### src/rtl/gc_axil_master_if.sv
// AXI4-Lite register-port bundle for the Garnet global controller (AW/W/B/AR/R).
// Latency: none, wires only.
// Backpressure: plain AXI valid/ready on every channel.
// Ports: master drives addresses, write data, valids and B/R readies; slave drives
//        the A/W readies, B/R valids, responses and read data.
interface gc_axil_master_if #(
  parameter int ADDR_WIDTH = 13,
  parameter int DATA_WIDTH = 32
);
  logic [ADDR_WIDTH-1:0]   awaddr;
  logic                    awvalid;
  logic                    awready;
  logic [DATA_WIDTH-1:0]   wdata;
  logic [DATA_WIDTH/8-1:0] wstrb;
  logic                    wvalid;
  logic                    wready;
  logic                    bvalid;
  logic                    bready;
  logic [1:0]              bresp;
  logic [ADDR_WIDTH-1:0]   araddr;
  logic                    arvalid;
  logic                    arready;
  logic [DATA_WIDTH-1:0]   rdata;
  logic [1:0]              rresp;
  logic                    rvalid;
  logic                    rready;

  modport master (
    output awaddr, awvalid, wdata, wstrb, wvalid, bready, araddr, arvalid, rready,
    input  awready, wready, bvalid, bresp, arready, rdata, rresp, rvalid
  );

  modport slave (
    input  awaddr, awvalid, wdata, wstrb, wvalid, bready, araddr, arvalid, rready,
    output awready, wready, bvalid, bresp, arready, rdata, rresp, rvalid
  );
endinterface

### src/rtl/gc_axil_master.sv
// Single-outstanding AXI4-Lite initiator turning cmd beats into GC register accesses.
// Latency: 3 cycles command-to-response minimum, +1 per stalled handshake cycle.
// Backpressure: cmd_ready only in IDLE; rsp held stable until rsp_ready; TIMEOUT aborts a stuck slave.
// Ports: clk/reset; cmd_* command stream in; rsp_* response stream out;
//        gc (master modport) carries the GC AW/W/B/AR/R channels, all outputs registered.
module gc_axil_master #(
  parameter int ADDR_WIDTH = 13,
  parameter int DATA_WIDTH = 32,
  parameter int TIMEOUT    = 1024
) (
  input  logic                    clk,
  input  logic                    reset,
  input  logic                    cmd_valid,
  output logic                    cmd_ready,
  input  logic                    cmd_write,
  input  logic [ADDR_WIDTH-1:0]   cmd_addr,
  input  logic [DATA_WIDTH-1:0]   cmd_wdata,
  input  logic [DATA_WIDTH/8-1:0] cmd_wstrb,
  output logic                    rsp_valid,
  input  logic                    rsp_ready,
  output logic                    rsp_write,
  output logic [DATA_WIDTH-1:0]   rsp_rdata,
  output logic [1:0]              rsp_resp,
  output logic                    rsp_timeout,
  gc_axil_master_if.master        gc
);

  localparam int STRB_WIDTH = DATA_WIDTH / 8;
  localparam int CNT_WIDTH  = (TIMEOUT > 2) ? $clog2(TIMEOUT) : 1;
  localparam logic [CNT_WIDTH-1:0] CNT_LAST = CNT_WIDTH'(TIMEOUT - 1);

  typedef enum logic [2:0] {
    IDLE    = 3'd0,
    WR_REQ  = 3'd1,
    WR_RESP = 3'd2,
    RD_REQ  = 3'd3,
    RD_RESP = 3'd4,
    RSP     = 3'd5
  } state_t;

  state_t               state;
  logic [CNT_WIDTH-1:0] tmo_cnt;
  logic                 aw_done;
  logic                 w_done;

  logic aw_hs;
  logic w_hs;
  logic busy;
  logic abort;

  assign aw_hs = gc.awvalid & gc.awready;
  assign w_hs  = gc.wvalid & gc.wready;
  assign busy  = (state == WR_REQ) || (state == WR_RESP) ||
                 (state == RD_REQ) || (state == RD_RESP);

  // A response arriving on the final counted cycle still wins over the abort;
  // a request phase still pending at that point does not.
  assign abort = (tmo_cnt == CNT_LAST) &&
                 ((state == WR_REQ) || (state == RD_REQ) ||
                  ((state == WR_RESP) && !gc.bvalid) ||
                  ((state == RD_RESP) && !gc.rvalid));

  always_ff @(posedge clk or posedge reset) begin
    if (reset) begin
      state       <= IDLE;
      tmo_cnt     <= '0;
      aw_done     <= 1'b0;
      w_done      <= 1'b0;
      cmd_ready   <= 1'b1;
      rsp_valid   <= 1'b0;
      rsp_write   <= 1'b0;
      rsp_rdata   <= '0;
      rsp_resp    <= 2'b00;
      rsp_timeout <= 1'b0;
      gc.awaddr   <= '0;
      gc.awvalid  <= 1'b0;
      gc.wdata    <= '0;
      gc.wstrb    <= '0;
      gc.wvalid   <= 1'b0;
      gc.bready   <= 1'b0;
      gc.araddr   <= '0;
      gc.arvalid  <= 1'b0;
      gc.rready   <= 1'b0;
    end else if (abort) begin
      // Stuck slave: drop every GC valid/ready and report a SLVERR-style timeout.
      state       <= RSP;
      gc.awaddr   <= '0;
      gc.awvalid  <= 1'b0;
      gc.wdata    <= '0;
      gc.wstrb    <= '0;
      gc.wvalid   <= 1'b0;
      gc.bready   <= 1'b0;
      gc.araddr   <= '0;
      gc.arvalid  <= 1'b0;
      gc.rready   <= 1'b0;
      rsp_valid   <= 1'b1;
      rsp_timeout <= 1'b1;
      rsp_resp    <= 2'b10;
      rsp_rdata   <= '0;
    end else begin
      if (busy) begin
        tmo_cnt <= tmo_cnt + CNT_WIDTH'(1);
      end
      case (state)
        IDLE: begin
          if (cmd_valid) begin
            cmd_ready   <= 1'b0;
            tmo_cnt     <= '0;
            rsp_write   <= cmd_write;
            rsp_rdata   <= '0;
            rsp_resp    <= 2'b00;
            rsp_timeout <= 1'b0;
            aw_done     <= 1'b0;
            w_done      <= 1'b0;
            if (cmd_write) begin
              state      <= WR_REQ;
              gc.awaddr  <= cmd_addr;
              gc.awvalid <= 1'b1;
              gc.wdata   <= cmd_wdata;
              gc.wstrb   <= cmd_wstrb;
              gc.wvalid  <= 1'b1;
            end else begin
              state      <= RD_REQ;
              gc.araddr  <= cmd_addr;
              gc.arvalid <= 1'b1;
            end
          end
        end

        WR_REQ: begin
          // AW and W complete independently; the done flags remember the earlier one.
          if ((aw_done || aw_hs) && (w_done || w_hs)) begin
            state      <= WR_RESP;
            gc.awaddr  <= '0;
            gc.awvalid <= 1'b0;
            gc.wdata   <= '0;
            gc.wstrb   <= '0;
            gc.wvalid  <= 1'b0;
            gc.bready  <= 1'b1;
          end else begin
            if (aw_hs) begin
              aw_done    <= 1'b1;
              gc.awaddr  <= '0;
              gc.awvalid <= 1'b0;
            end
            if (w_hs) begin
              w_done    <= 1'b1;
              gc.wdata  <= '0;
              gc.wstrb  <= STRB_WIDTH'(0);
              gc.wvalid <= 1'b0;
            end
          end
        end

        WR_RESP: begin
          if (gc.bvalid) begin
            state     <= RSP;
            gc.bready <= 1'b0;
            rsp_resp  <= gc.bresp;
            rsp_valid <= 1'b1;
          end
        end

        RD_REQ: begin
          if (gc.arready) begin
            state      <= RD_RESP;
            gc.araddr  <= '0;
            gc.arvalid <= 1'b0;
            gc.rready  <= 1'b1;
          end
        end

        RD_RESP: begin
          if (gc.rvalid) begin
            state     <= RSP;
            gc.rready <= 1'b0;
            rsp_rdata <= gc.rdata;
            rsp_resp  <= gc.rresp;
            rsp_valid <= 1'b1;
          end
        end

        RSP: begin
          if (rsp_ready) begin
            state     <= IDLE;
            rsp_valid <= 1'b0;
            cmd_ready <= 1'b1;
          end
        end

        default: begin
          state     <= IDLE;
          cmd_ready <= 1'b1;
          rsp_valid <= 1'b0;
        end
      endcase
    end
  end

endmodule
### src/flat_wrapper.sv
// flat-port wrapper written by rule: the top's interface ports become plain ports
module gc_axil_master_flat 
#(
  parameter int ADDR_WIDTH = 13,
  parameter int DATA_WIDTH = 32,
  parameter int TIMEOUT    = 1024
)
  (clk, reset, cmd_valid, cmd_ready, cmd_write, cmd_addr, cmd_wdata, cmd_wstrb, rsp_valid, rsp_ready, rsp_write, rsp_rdata, rsp_resp, rsp_timeout, gc_awaddr, gc_awvalid, gc_wdata, gc_wstrb, gc_wvalid, gc_bready, gc_araddr, gc_arvalid, gc_rready, gc_awready, gc_wready, gc_bvalid, gc_bresp, gc_arready, gc_rdata, gc_rresp, gc_rvalid);
  gc_axil_master_if #(.ADDR_WIDTH(ADDR_WIDTH), .DATA_WIDTH(DATA_WIDTH)) gc_i ();
  input  logic clk;
  input  logic reset;
  input  logic cmd_valid;
  output logic cmd_ready;
  input  logic cmd_write;
  input  logic [ADDR_WIDTH-1:0] cmd_addr;
  input  logic [DATA_WIDTH-1:0] cmd_wdata;
  input  logic [DATA_WIDTH/8-1:0] cmd_wstrb;
  output logic rsp_valid;
  input  logic rsp_ready;
  output logic rsp_write;
  output logic [DATA_WIDTH-1:0] rsp_rdata;
  output logic [1:0] rsp_resp;
  output logic rsp_timeout;
  output wire logic [$bits(gc_i.awaddr)-1:0] gc_awaddr;
  output wire logic [$bits(gc_i.awvalid)-1:0] gc_awvalid;
  output wire logic [$bits(gc_i.wdata)-1:0] gc_wdata;
  output wire logic [$bits(gc_i.wstrb)-1:0] gc_wstrb;
  output wire logic [$bits(gc_i.wvalid)-1:0] gc_wvalid;
  output wire logic [$bits(gc_i.bready)-1:0] gc_bready;
  output wire logic [$bits(gc_i.araddr)-1:0] gc_araddr;
  output wire logic [$bits(gc_i.arvalid)-1:0] gc_arvalid;
  output wire logic [$bits(gc_i.rready)-1:0] gc_rready;
  input wire logic [$bits(gc_i.awready)-1:0] gc_awready;
  input wire logic [$bits(gc_i.wready)-1:0] gc_wready;
  input wire logic [$bits(gc_i.bvalid)-1:0] gc_bvalid;
  input wire logic [$bits(gc_i.bresp)-1:0] gc_bresp;
  input wire logic [$bits(gc_i.arready)-1:0] gc_arready;
  input wire logic [$bits(gc_i.rdata)-1:0] gc_rdata;
  input wire logic [$bits(gc_i.rresp)-1:0] gc_rresp;
  input wire logic [$bits(gc_i.rvalid)-1:0] gc_rvalid;
  assign gc_awaddr = gc_i.awaddr;
  assign gc_awvalid = gc_i.awvalid;
  assign gc_wdata = gc_i.wdata;
  assign gc_wstrb = gc_i.wstrb;
  assign gc_wvalid = gc_i.wvalid;
  assign gc_bready = gc_i.bready;
  assign gc_araddr = gc_i.araddr;
  assign gc_arvalid = gc_i.arvalid;
  assign gc_rready = gc_i.rready;
  assign gc_i.awready = gc_awready;
  assign gc_i.wready = gc_wready;
  assign gc_i.bvalid = gc_bvalid;
  assign gc_i.bresp = gc_bresp;
  assign gc_i.arready = gc_arready;
  assign gc_i.rdata = gc_rdata;
  assign gc_i.rresp = gc_rresp;
  assign gc_i.rvalid = gc_rvalid;
  gc_axil_master #(.ADDR_WIDTH(ADDR_WIDTH), .DATA_WIDTH(DATA_WIDTH), .TIMEOUT(TIMEOUT)) u_core (.clk(clk), .reset(reset), .cmd_valid(cmd_valid), .cmd_ready(cmd_ready), .cmd_write(cmd_write), .cmd_addr(cmd_addr), .cmd_wdata(cmd_wdata), .cmd_wstrb(cmd_wstrb), .rsp_valid(rsp_valid), .rsp_ready(rsp_ready), .rsp_write(rsp_write), .rsp_rdata(rsp_rdata), .rsp_resp(rsp_resp), .rsp_timeout(rsp_timeout), .gc(gc_i));
endmodule
### config.mk
export PLATFORM = sky130hd
export DESIGN_NAME = gc_axil_master_flat
export DESIGN_NICKNAME = d
export VERILOG_FILES = /design/src/rtl/gc_axil_master_if.sv /design/src/rtl/gc_axil_master.sv /design/src/flat_wrapper.sv
export SDC_FILE = /design/constraint.sdc
export NUM_CORES = 1
export LEC_CHECK = 0
export CAP_MARGIN = 40
export CORE_AREA = 3 3 112 114
export DETAILED_ROUTE_END_ITERATION = 12
export DIE_AREA = 0 0 115 117
export PLACE_DENSITY_LB_ADDON = 0.05
export SLEW_MARGIN = 20
export SYNTH_ARGS = -nofsm -noshare
export SYNTH_HDL_FRONTEND = slang
export SYNTH_SLANG_ARGS = --single-unit
### constraint.sdc
create_clock -name clk -period 5.5 [get_ports clk]
set_clock_uncertainty 0.2 [all_clocks]
set_input_delay 1.1 -clock clk [delete_from_list [all_inputs] [get_ports clk]]
set_output_delay 1.1 -clock clk [all_outputs]
set_load 0.005 [all_outputs]
==> flow_summary.ini <==
[yosys]
yosys_warnings = 0
synth_edf_count = 0
ys_types = 48
syn_nets = 555
synthCells = 459
ys.flop_type = dfrtp_1
syn_area_sq_um = 5000
async_flop_share_pct = 100
avgSynthCellArea_sq_um = 10.9
seq_area_frac_synth_pct = 60.1
synth_seq_cells = 120

[power]
p_total_mw = 4.36
power.density_nw_per_um2 = 559
peakVddDrop_mv = 0.259
power_frac_comb_pct = 37.5
seqPwrFrac_pct = 34.1
leakagePower_nw = 3.36
intPower_mw = 3.01
power_switching_mw = 1.35
swShare_pct = 30.9
clockPowerShare_pct = 28.3

[route]
first_pass_iters = 4
drtAntennaViolNets = 0
via_per_inst = 5.61
post_drt_wl_per_cell_um = 18.4
via_count = 4542
drt_wl_total_um = 14900
drtIter0Drc = 413
post-route-drc-count = 0

[sta]
max_slew_margin_pct = 48.8
finalSetupViolations = 0
final.setup.worst_slack_ps = 2250
clock.fmax_ghz = 0.308
period_share_pct = 59.1
maxSlewViolCount = 0
rsz0062_at_grt = no
tightest_slew_ps = 760
tns_ps = 0
hold_ws_ps = 276
finalCriticalPeriod_ps = 3250
hold_violations = 0

[critical_path]
crit_type = input pin to flip-flop
cp.arrival_ps = 3340
setup.worst_path.end_class = flip-flop
critPathRequiredTime_ps = 5600
crit_fanout = 17
cp-start-kind = input pin

[final_layout]
syn_to_final_growth_pct = 56.0
final_area_sq_um = 7800
diodes = 0
nets = 750
drive_gt1_share_pct = 7.65

[place]
gp_congestion = 0.883
io_buffers = 199
placed_cell_area_sq_um = 7140
pre_cts_ws_ps = 1820
hpwl_um = 10300

[global_routing]
grt_max_degree = 50
grt.overflow.total = 0
grt_pass1_wl_um = 23200
grt_usage_pct = 22.2
antenna_found_initial = 0
grt_pass1_vias = 4551

[cts]
cts_made_buffers = 17
cts.sinks = 120
clock_latency_ps = 420
htreeDepth = 4
path_clk_slew_ps = 50
cts_hold_buf = 0
cts_tree = yes
clk_path_buf_depth = 2
cts_setup_buffers = 0
cts_resized = 0
cts_root_buffer = clkbuf_16

[run]
drv_cap = 0

[floorplanning]
pin_count = 200
die_w_um = 115
die_h_um = 117
die_area_sq_um = 13500
core_area_sq_um = 11500
initial_utilization_pct = 43.4
rows = 39

[outcome]
status = complete, no violations

[min_path]
hp-class = flip-flop to flip-flop
routing by layer:
| metal | wire length (um) | track usage [%] | vias up |
|---|---|---|---|
| li1 | - | - | 2076 |
| met1 | 5990 | 27.2 | 2242 |
| met2 | 7180 | 35.1 | 195 |
| met3 | 1340 | 8.23 | 29 |
| met4 | 378 | 10.6 | 0 |
| met5 | 0 | 0 | - |
area by class of cell:
type | instances | area [sq um]
Inverter | 7 | 28.8
Fill cell | 914 | 3720
Tap cell | 143 | 179
Sequential cell | 120 | 3000
Clock buffer | 24 | 492
Clock inverter | 8 | 165
Multi-Input combinational cell | 298 | 1830
Timing Repair Buffer | 210 | 2090
power by group through the flow:
stage	combinational (mW)	sequential [mW]	clock, mW
detailed placement	1.65	1.48	0
global placement	1.60	1.48	0
finish	1.64	1.49	1.23
floorplan	0.735	1.44	0
CTS	1.65	1.48	1.25
global route	1.78	1.53	1.29
layout by cell type (no fill, tap or decap), types with 3 or more instances in the layout:
cell type | Yosys | final
nand2_1 | 43 | 43
a21o_1 | 4 | 4
nand3_1 | 11 | 11
buf_4 | 0 | 9
a22o_1 | 62 | 62
bufinv_16 | 0 | 5
clkinv_2 | 0 | 3
clkbuf_16 | 0 | 17
or3_1 | 4 | 4
and3_1 | 4 | 4
o21bai_1 | 3 | 3
clkdlybuf4s50_1 | 0 | 199
mux2i_1 | 3 | 3
o21ai_0 | 73 | 73
o21ai_1 | 4 | 4
inv_1 | 7 | 6
o22ai_1 | 3 | 3
nor3_1 | 6 | 6
nor2_1 | 13 | 13
nor2b_1 | 5 | 5
clkbuf_1 | 20 | 3
a21oi_1 | 23 | 23
dfrtp_1 | 119 | 119
clkbuf_8 | 0 | 4
through the flow:
stage | instances | util [%]
floorplan | 459 | -
global placement | 773 | 61.5
detailed placement | 778 | 62.0
CTS | 810 | 67.7
global route | 810 | 67.7
finish | 810 | 67.7
registers in the layout, summed over array words and instances, names as in the netlist:
register,count
u_core.tmo_cnt,10
u_core.cmd_ready,1
u_core.rsp_rdata,32
u_core.aw_done,1
u_core.rsp_write,1
u_core.rsp_timeout,1
u_core.gc.awvalid,1
u_core.rsp_resp,2
u_core.gc.wstrb,4
u_core.rsp_valid,1
u_core.gc.rready,1
u_core.state,3
u_core.gc.wvalid,1
u_core.gc.arvalid,1
u_core.w_done,1
u_core.gc.bready,1
u_core.gc.wdata,32
u_core.gc.araddr,13
u_core.gc.awaddr,13
cells in the mapped netlist (4+ instances only):
| library cell | n | share of area (%) |
|---|---|---|
| dfrtp_1 | 119 | 60 |
| o21ai_0 | 73 | 7.3 |
| a22o_1 | 62 | 11 |
| nand2_1 | 43 | 3.2 |
| a21oi_1 | 23 | 2.3 |
| clkbuf_1 | 20 | 1.5 |
| buf_2 | 13 | 1.3 |
| nor2_1 | 13 | 0.98 |
| nand3_1 | 11 | 1.1 |
| inv_1 | 7 | 0.53 |
| nor3_1 | 6 | 0.60 |
| nor2b_1 | 5 | 0.63 |
| a21o_1 | 4 | 0.60 |
| and3_1 | 4 | 0.50 |
| o21ai_1 | 4 | 0.40 |
| or3_1 | 4 | 0.50 |
critical path, cell delays in order:
cell and delay (ps):
clkdlybuf4s50_1 480, nor4b_1 450, o21a_1 550, o21bai_1 320, buf_4 250, a22o_1 180
final timing paths:
check,slack (ps),to,cells after the start,from
max reg2reg,2480,u_core.gc.wdata[13],5,u_core.state[2]
min,280,u_core.rsp_timeout,2,u_core.rsp_timeout
max in group asynchronous,3190,u_core.gc.awaddr[2],3,reset
min in group asynchronous,940,u_core.rsp_rdata[3],2,reset
min reg2reg,280,u_core.rsp_timeout,2,u_core.rsp_timeout
max,2250,u_core.gc.araddr[7],6,gc_rvalid
cell families after synthesis:
kind of cell	synth area share, %
compound gates	25.1
xor+xnor	0.351
fa+ha+maj	0.250
buf+inv	3.41
flops	60.1
mux	1.05
simple gates	9.72
(Power assumes the default switching activity.)
==> RTL edit (config.mk and constraints unchanged) <==
Encoding of `state_t`: now one-hot (6 bits for 6 states).
--- a/src/rtl/gc_axil_master.sv
+++ b/src/rtl/gc_axil_master.sv
@@ -29,13 +29,13 @@
   localparam int CNT_WIDTH  = (TIMEOUT > 2) ? $clog2(TIMEOUT) : 1;
   localparam logic [CNT_WIDTH-1:0] CNT_LAST = CNT_WIDTH'(TIMEOUT - 1);
 
-  typedef enum logic [2:0] {
-    IDLE    = 3'd0,
-    WR_REQ  = 3'd1,
-    WR_RESP = 3'd2,
-    RD_REQ  = 3'd3,
-    RD_RESP = 3'd4,
-    RSP     = 3'd5
+  typedef enum logic [5:0] {
+    IDLE    = 6'b000001,
+    WR_REQ  = 6'b000010,
+    WR_RESP = 6'b000100,
+    RD_REQ  = 6'b001000,
+    RD_RESP = 6'b010000,
+    RSP     = 6'b100000
   } state_t;
 
   state_t               state;
Formal check against the unedited RTL: no difference found for any inputs over 4 cycles, from zero or initial values and one cycle with reset high; so few cycles prove little.
==> RTL edit against the unedited design <==
  * Total power fell by 0.41%
  * Maximum frequency down 6.0%
  * Synthesized area rose by 8.2%
  * Wire length up 7.2%
  * Sequential cell count up 3
  * Cell area is 4.1% higher
  * Worst setup slack lost 0.21 ns
  * Clock power is 8% lower
==> RTL edit: results (changes against the unedited design) <==
Hold path
  • Hold EP: u_core.gc.arvalid (was u_core.rsp_timeout)
  • Hold path depth: 1 (was 2)
  • HP Start: u_core.gc.arvalid (was u_core.rsp_timeout)

Cells and area
  • Number of fill cells: 855 (was 914)
  • Fin nets: 729 (was 750)
  • Area grow syn2layout: 50.2% (was 56.0%)

Logic synthesis
  • Synth top cells by count: dfrtp_1, and3_1, a41o_1 (was dfrtp_1, o21ai_0, a22o_1)
  • Mapped Cells: 442 (was 459)
  • Post-Synth Adder-Cell Area: 0.231% (was 0.250%)
  • Post-Syn Nets: 538 (was 555)
  • Yosys cell types: 60 (was 48)
  • Post-synthesis compound-gate area fraction: 23.5% (was 25.1%)
  • Synth Area in XOR/XNOR: 0.324% (was 0.351%)

Routing
  • DR vias: 4661 (was 4542)
  • Routed wire per std cell: 20.2 um (was 18.4 um)
  • WL final: 16.0 mm (was 14.9 mm)

Timing
  • Share of the clock period used by the worst path: 62.8% (was 59.1%)
  • Slew margin rel.: 52.9% (was 48.8%)

Placement
  • DP HPWL: 10.8 mm (was 10.3 mm)
  • DP Area: 7490 um^2 (was 7140 um^2)
  • Placed cell count: 756 (was 778)
  • Post-Place Setup Slack: 1.62 ns (was 1.82 ns)
  • Final GP Congestion: 0.856 (was 0.883)

Run status
  • Outcome: completed (unchanged)

GRT
  • Pin count of the biggest net entering global routing: 108 (was 50)
  • Gr usage total: 23.7% (was 22.2%)
  • Vias in the first global route: 4637 (was 4551)
  • First-pass GRT wire length: 24.8 mm (was 23.2 mm)

Critical path
  • Reg2reg setup slack: 2.37 ns (was 2.48 ns)
  • Slowest stage cell, crit path: nand2_1 (was o21a_1)
  • Reg2Reg Depth: 7 (was 5)
  • R2R Path End: u_core.gc.wdata[29] (was u_core.gc.wdata[13])
  • Crit path max fanout: 38 (was 17)
  • Family with the most delay on the worst path: buffers and inverters (was compound AO/OA/AOI/OAI gates)
  • Crit path DAT: 3.55 ns (was 3.34 ns)

Pwr
  • Max VDD drop: 0.288 mV (was 0.259 mV)
  • Leakage: 3.84 nW (was 3.36 nW)
## RTL edit: cell count changes in the layout (fill, tap and decap cells not counted), moves of 3 or more
cell / delta
a21o_1: -3
a21oi_1: -11
a22o_1: -16
a41o_1: +49
and3_1: +49
inv_1: -4
nand2_1: -26
nand3_1: -5
nor2_1: -7
o21a_1: +3
o21ai_0: -64
o21ai_1: -3
or4_1: +4
## RTL edit: routing by layer
layer	share of wire, %	global-route usage (%)	vias up
met5	0	0	-
met4	1.5	8.53	0
met3	8.1	8.84	15
met2	50	38.3	178
met1	40	29.5	2338
li1	-	-	2130
## RTL edit: area by class of cell
type	count	share of cell area (%)
Inverter	3	0.170
Timing Repair Buffer	210	26.0
Tap cell	143	2.20
Clock inverter	8	1.42
Sequential cell	123	37.9
Clock buffer	24	5.93
Multi-Input combinational cell	278	26.3
